===== src/rtl/hilo_sequencer_if.sv =====
// Issue/unit handshake bundle between the decode stage, hilo_sequencer and the
// MULTU/HiLo datapath. The sequencer takes the slave side, the issuer the master side.
interface hilo_sequencer_if #(
    parameter int CNT_W = 6
);
    logic             issue_valid;
    logic [5:0]       funct;
    logic             abort;
    logic             issue_ready;
    logic             unit_load;
    logic             unit_step;
    logic             unit_mode;
    logic             hilo_we;
    logic [1:0]       sel_hilo;
    logic             stall;
    logic             busy;
    logic [CNT_W-1:0] step_cnt;

    modport master (
        output issue_valid, funct, abort,
        input  issue_ready, unit_load, unit_step, unit_mode, hilo_we,
               sel_hilo, stall, busy, step_cnt
    );

    modport slave (
        input  issue_valid, funct, abort,
        output issue_ready, unit_load, unit_step, unit_mode, hilo_we,
               sel_hilo, stall, busy, step_cnt
    );
endinterface


===== src/rtl/hilo_sequencer.sv =====
// Issue-side FSM for the iterative MULTU unit and Hi/Lo pair: load, STEPS iterations, write-back.
// Optional DIVU support is enabled by defining HILO_SEQ_DIVU_EN.
module hilo_sequencer #(
    parameter int STEPS = 32,
    parameter int CNT_W = 6
) (
    input  logic               clk,
    input  logic               rst_n,
    hilo_sequencer_if.slave    bus
);
    localparam logic [5:0] FUNCT_MULTU = 6'b011001;
    localparam logic [5:0] FUNCT_MFHI  = 6'b010000;
    localparam logic [5:0] FUNCT_MFLO  = 6'b010010;

    typedef enum logic [1:0] {
        IDLE,
        LOAD,
        RUN,
        WB
    } state_t;

    state_t           r_state;
    state_t           w_stateNext;
    logic [CNT_W-1:0] r_stepCnt;
    logic [CNT_W-1:0] w_stepCntNext;
    logic [CNT_W-1:0] w_lastIdx;
    logic             w_isMul;
    logic             w_isDiv;
    logic             w_isRead;
    logic             w_interlocked;
    logic             w_start;

    assign w_isMul = (bus.funct == FUNCT_MULTU);
    assign w_isRead = (bus.funct == FUNCT_MFHI) || (bus.funct == FUNCT_MFLO);

`ifdef HILO_SEQ_DIVU_EN
    localparam logic [5:0] FUNCT_DIVU = 6'b011011;

    logic r_unitMode;

    assign w_isDiv = (bus.funct == FUNCT_DIVU);
    // DIVU runs one extra iteration for the remainder-restore step.
    assign w_lastIdx = r_unitMode ? CNT_W'(STEPS) : CNT_W'(STEPS - 1);
    assign bus.unit_mode = r_unitMode;

    always_ff @(posedge clk) begin
        if (!rst_n) begin
            r_unitMode <= 1'b0;
        end else if (w_start) begin
            r_unitMode <= w_isDiv;
        end
    end
`else
    assign w_isDiv = 1'b0;
    assign w_lastIdx = CNT_W'(STEPS - 1);
    assign bus.unit_mode = 1'b0;
`endif

    assign w_start = (r_state == IDLE) && bus.issue_valid && (w_isMul || w_isDiv) && !bus.abort;
    assign w_interlocked = bus.issue_valid && (w_isMul || w_isDiv || w_isRead);

    always_ff @(posedge clk) begin
        if (!rst_n) begin
            r_state   <= IDLE;
            r_stepCnt <= '0;
        end else begin
            r_state   <= w_stateNext;
            r_stepCnt <= w_stepCntNext;
        end
    end

    // Stall is raised through WB too, since Hi/Lo only update at the end of that cycle.
    always_comb begin
        w_stateNext     = r_state;
        w_stepCntNext   = r_stepCnt;
        bus.issue_ready = 1'b0;
        bus.unit_load   = 1'b0;
        bus.unit_step   = 1'b0;
        bus.hilo_we     = 1'b0;
        bus.sel_hilo    = 2'b00;
        bus.stall       = 1'b0;
        bus.busy        = (r_state != IDLE);
        bus.step_cnt    = r_stepCnt;

        case (r_state)
            IDLE: begin
                bus.issue_ready = 1'b1;
                if (bus.issue_valid && bus.funct == FUNCT_MFHI) begin
                    bus.sel_hilo = 2'b01;
                end else if (bus.issue_valid && bus.funct == FUNCT_MFLO) begin
                    bus.sel_hilo = 2'b10;
                end
                if (w_start) begin
                    w_stateNext = LOAD;
                end
            end
            LOAD: begin
                bus.unit_load = 1'b1;
                bus.stall     = w_interlocked;
                w_stepCntNext = '0;
                w_stateNext   = bus.abort ? IDLE : RUN;
            end
            RUN: begin
                bus.unit_step = 1'b1;
                bus.stall     = w_interlocked;
                if (bus.abort) begin
                    w_stateNext   = IDLE;
                    w_stepCntNext = '0;
                end else if (r_stepCnt == w_lastIdx) begin
                    w_stateNext   = WB;
                    w_stepCntNext = '0;
                end else begin
                    w_stepCntNext = r_stepCnt + CNT_W'(1);
                end
            end
            WB: begin
                bus.hilo_we = 1'b1;
                bus.stall   = w_interlocked;
                w_stateNext = IDLE;
            end
            default: begin
                w_stateNext   = IDLE;
                w_stepCntNext = '0;
            end
        endcase
    end
endmodule


===== src/flat_wrapper.sv =====
// flat-port wrapper written by rule: the top's interface ports become plain ports
module hilo_sequencer_flat 
#(
    parameter int STEPS = 32,
    parameter int CNT_W = 6
)
  (clk, rst_n, bus_issue_valid, bus_funct, bus_abort, bus_issue_ready, bus_unit_load, bus_unit_step, bus_unit_mode, bus_hilo_we, bus_sel_hilo, bus_stall, bus_busy, bus_step_cnt);
  hilo_sequencer_if #(.CNT_W(CNT_W)) bus_i ();
  input  logic clk;
  input  logic rst_n;
  input wire logic [$bits(bus_i.issue_valid)-1:0] bus_issue_valid;
  input wire logic [$bits(bus_i.funct)-1:0] bus_funct;
  input wire logic [$bits(bus_i.abort)-1:0] bus_abort;
  output wire logic [$bits(bus_i.issue_ready)-1:0] bus_issue_ready;
  output wire logic [$bits(bus_i.unit_load)-1:0] bus_unit_load;
  output wire logic [$bits(bus_i.unit_step)-1:0] bus_unit_step;
  output wire logic [$bits(bus_i.unit_mode)-1:0] bus_unit_mode;
  output wire logic [$bits(bus_i.hilo_we)-1:0] bus_hilo_we;
  output wire logic [$bits(bus_i.sel_hilo)-1:0] bus_sel_hilo;
  output wire logic [$bits(bus_i.stall)-1:0] bus_stall;
  output wire logic [$bits(bus_i.busy)-1:0] bus_busy;
  output wire logic [$bits(bus_i.step_cnt)-1:0] bus_step_cnt;
  assign bus_i.issue_valid = bus_issue_valid;
  assign bus_i.funct = bus_funct;
  assign bus_i.abort = bus_abort;
  assign bus_issue_ready = bus_i.issue_ready;
  assign bus_unit_load = bus_i.unit_load;
  assign bus_unit_step = bus_i.unit_step;
  assign bus_unit_mode = bus_i.unit_mode;
  assign bus_hilo_we = bus_i.hilo_we;
  assign bus_sel_hilo = bus_i.sel_hilo;
  assign bus_stall = bus_i.stall;
  assign bus_busy = bus_i.busy;
  assign bus_step_cnt = bus_i.step_cnt;
  hilo_sequencer #(.STEPS(STEPS), .CNT_W(CNT_W)) u_core (.clk(clk), .rst_n(rst_n), .bus(bus_i));
endmodule

===== config.mk =====
export PLATFORM = sky130hd
export DESIGN_NAME = hilo_sequencer_flat
export DESIGN_NICKNAME = d
export VERILOG_FILES = /design/src/rtl/hilo_sequencer_if.sv /design/src/rtl/hilo_sequencer.sv /design/src/flat_wrapper.sv
export SDC_FILE = /design/constraint.sdc
export NUM_CORES = 1
export LEC_CHECK = 0
export CAP_MARGIN = 20
export CORE_MARGIN = 10
export CORE_UTILIZATION = 39
export DETAILED_ROUTE_END_ITERATION = 16
export MAX_ROUTING_LAYER = met4
export PLACE_DENSITY_LB_ADDON = 0.3
export SLEW_MARGIN = 20
export SYNTH_ARGS = -nofsm -noshare
export SYNTH_HDL_FRONTEND = slang
export SYNTH_SLANG_ARGS = --single-unit
export TNS_END_PERCENT = 20

===== constraint.sdc =====
create_clock -name clk -period 2 [get_ports clk]
set_clock_uncertainty 0.2 [all_clocks]
set_input_delay 0.5 -clock clk [delete_from_list [all_inputs] [get_ports clk]]
set_output_delay 0.5 -clock clk [all_outputs]
set_load 0.03 [all_outputs]

==> flow_summary.toml <==
[status]
status = "finished, violations left"
violations = "negative setup slack"

[timing]
min_period_ns = 2.26
hold_viol = 0
tns_ns = -0.460
fmaxAchievable_mhz = 443
setup_violations = 3
timing.hold.ws_ns = 0.294
slew_violations = 0
rsz0062_at_grt = "true"
finalWorstSetupSlack_ns = -0.256
period_share = 1.13

[critical_path]
critical_path_class = "reg -> out"
critPathCaptureType = "primary output"
crit_path_start_kind = "flip-flop"
critPathRequiredTime_ns = 1.30
critPathMaxFanout = 3
worstPathArrival_ns = 1.56

[floorplanning]
dieWidth_um = 57.4
boundaryPins = 25
row_count = 13
coreArea_um2 = 1300
dieHeight_um = 57.4
start_util = 0.418
dieArea_um2 = 3290

[grt]
grtUsageMet3 = 0.0354
busiest_layer = "met2"
antenna_found_initial = 0
grt_pass1_vias = 656
grt_start_max_net_pins = 7
globalRouteMet1Util = 0.107
gr-total-overflow = 0
use_met2 = 0.210
grt_pass1_wl_um = 3000
track_usage = 0.117

[pwr]
p_per_area_nw_per_um2 = 465
p_clk_frac = 0.271
combPwrFrac = 0.374
power_uw = 475
p_sw_uw = 151
ir_worst_vdd_mv = 0.395
p_int_uw = 324
power_frac_seq = 0.354
leakage_nw = 0.491
p_sw_frac = 0.318

[drt]
wire_per_inst_um = 14.6
first_pass_iters = 4
wl_um = 1740
num_vias = 582
ant_nets = 0
drtIter0Drc = 4
drc = 0
vias_per_cell = 4.89

[place]
dp.cells = 114
pre_cts_ws_ns = -0.575
place_area_um2 = 952
io_buffers = 23
gp_congestion = 0.801
dpl.hpwl_um = 1430

[clock_tree]
cts_made_buffers = 3
cts_buffer_depth = 2
clock_latency_ns = 0.26
cts_tree = "done"
htreeDepth = 1
path_clk_slew_ns = 0.05
ctsRootBufferMaster = "clkbuf_4"
cts_sinks = 8

[finish]
syn2layout_area_growth_pct = 87.6
final_cell_area_um2 = 1020
drive_above_1_share = 0.442
nets = 122
layout.cells.non_filler = 119
diodes = 0
post-route-util = 0.785
fillers = 92

[synth]
synth_ff_type = "dfxtp_1"
synth_area_per_cell_um2 = 9.07
synthesis.area_um2 = 544
yosys_warnings = 0
synthDistinctLibCells = 29
synth.yosys.seq_area_share = 0.294
synth_nets = 76
synth_edf_count = 0
ys_ff_latch = 8
async_flop_share = 0
syn_inst = 60

[hold_path]
hp-class = "reg -> reg"

[job]
maxCapViolCount = 0
==> final cells by class <==
cell class              instances  area, um2  area share
clock buffers                   3       22.5      0.0221
inverters                       5       22.5      0.0221
multi-input cells              46        429       0.420
flip-flops and latches          8        163       0.159
well taps                      15       18.8      0.0184
repair buffers                 42        365       0.358
==> power groups by stage <==
stage                     clock network [mW]  logic (mW)  registers (mW)
after CTS                              0.132       0.177           0.168
final                                  0.129       0.178           0.168
after floorplan                            0      0.0822           0.179
after detailed placement                   0       0.174           0.172
after global routing                   0.140       0.194           0.169
after global placement                     0       0.171           0.171
==> logic make-up (layout without fill, tap and decap cells) <==
family	Yosys count	after routing	synth area share
flip-flops	8	8	0.294
buffers and inverters	6	50	0.0483
AO/OA/AOI/OAI	8	8	0.133
XOR/XNOR	4	4	0.0644
adder cells (fa/ha/maj)	6	6	0.138
multiplexers	1	1	0.0184
AND/OR/NAND/NOR	26	26	0.297
other	1	1	0.00689
==> what timing repair did <==
item | CTS | global route
endpoints found under the setup margin | 10 | 7
buffers inserted | 2 | 0
pin swaps | 6 | 0
hold buffers | 0 | 0
resized for setup | 28 | 9
==> layer usage <==
layer | routed length [um] | vias up
li1 | - | 294
met1 | 639 | 259
met2 | 927 | 22
met3 | 115 | 7
met4 | 53 | 0
met5 | 0 | -
==> cell usage in the layout (no fill, tap or decap), drive strengths merged <==
cell type       n
a21oi           2
a221oi          1
and3            1
buf            26
clkbuf          4
clkdlybuf4s15   2
clkdlybuf4s50   2
clkinvlp        1
conb            1
dfxtp           8
dlygate4sd2     9
dlymetal6s2s    2
ha              6
inv             4
mux2i           1
nand2           5
nand2b          1
nand3           1
nand3b          1
nand4           1
nand4b          1
nand4bb         1
nor2            7
nor2b           2
nor3            1
nor4            1
nor4b           1
o21a            1
o21ai           2
o31a            1
o31ai           1
or2             1
or4             1
xnor2           2
xor2            2
==> final timing paths <==
check / cells past startpoint / endpoint / startpoint / slack, ns
worst max-delay path: 6 / bus_sel_hilo[1] / u_core.r_state[1]$_SDFFE_PN0P_ / -0.26
worst min-delay path: 2 / u_core.bus.step_cnt[1]$_SDFFE_PN0P_ / u_core.bus.step_cnt[1]$_SDFFE_PN0P_ / 0.29
worst max register to register: 8 / u_core.r_state[0]$_SDFFE_PN0P_ / u_core.r_state[0]$_SDFFE_PN0P_ / 0.15
worst min register to register: 2 / u_core.bus.step_cnt[1]$_SDFFE_PN0P_ / u_core.bus.step_cnt[1]$_SDFFE_PN0P_ / 0.29
==> cells in the mapped netlist, types with 2 or more instances <==
library cell / number / share of area
dfxtp_1: 8 / 0.29
nor2_1: 7 / 0.048
ha_1: 6 / 0.14
inv_1: 5 / 0.034
nand2_1: 5 / 0.034
a21oi_1: 2 / 0.018
nor2b_1: 2 / 0.023
o21ai_1: 2 / 0.018
xnor2_1: 2 / 0.032
xor2_1: 2 / 0.032
==> registers in the layout, indices dropped and copies added (netlist names) <==
signal,flops
u_core.bus.step_cnt,6
u_core.r_state,2
==> worst max-delay path, stage by stage, from the launching register on <==
cell	delay [ns]
dfxtp_2	0.32
inv_2	0.08
ha_4	0.15
clkinvlp_4	0.08
or2_4	0.28
nor4b_4	0.22
buf_6	0.16
Note: power is estimated with default switching activity, not from simulation.
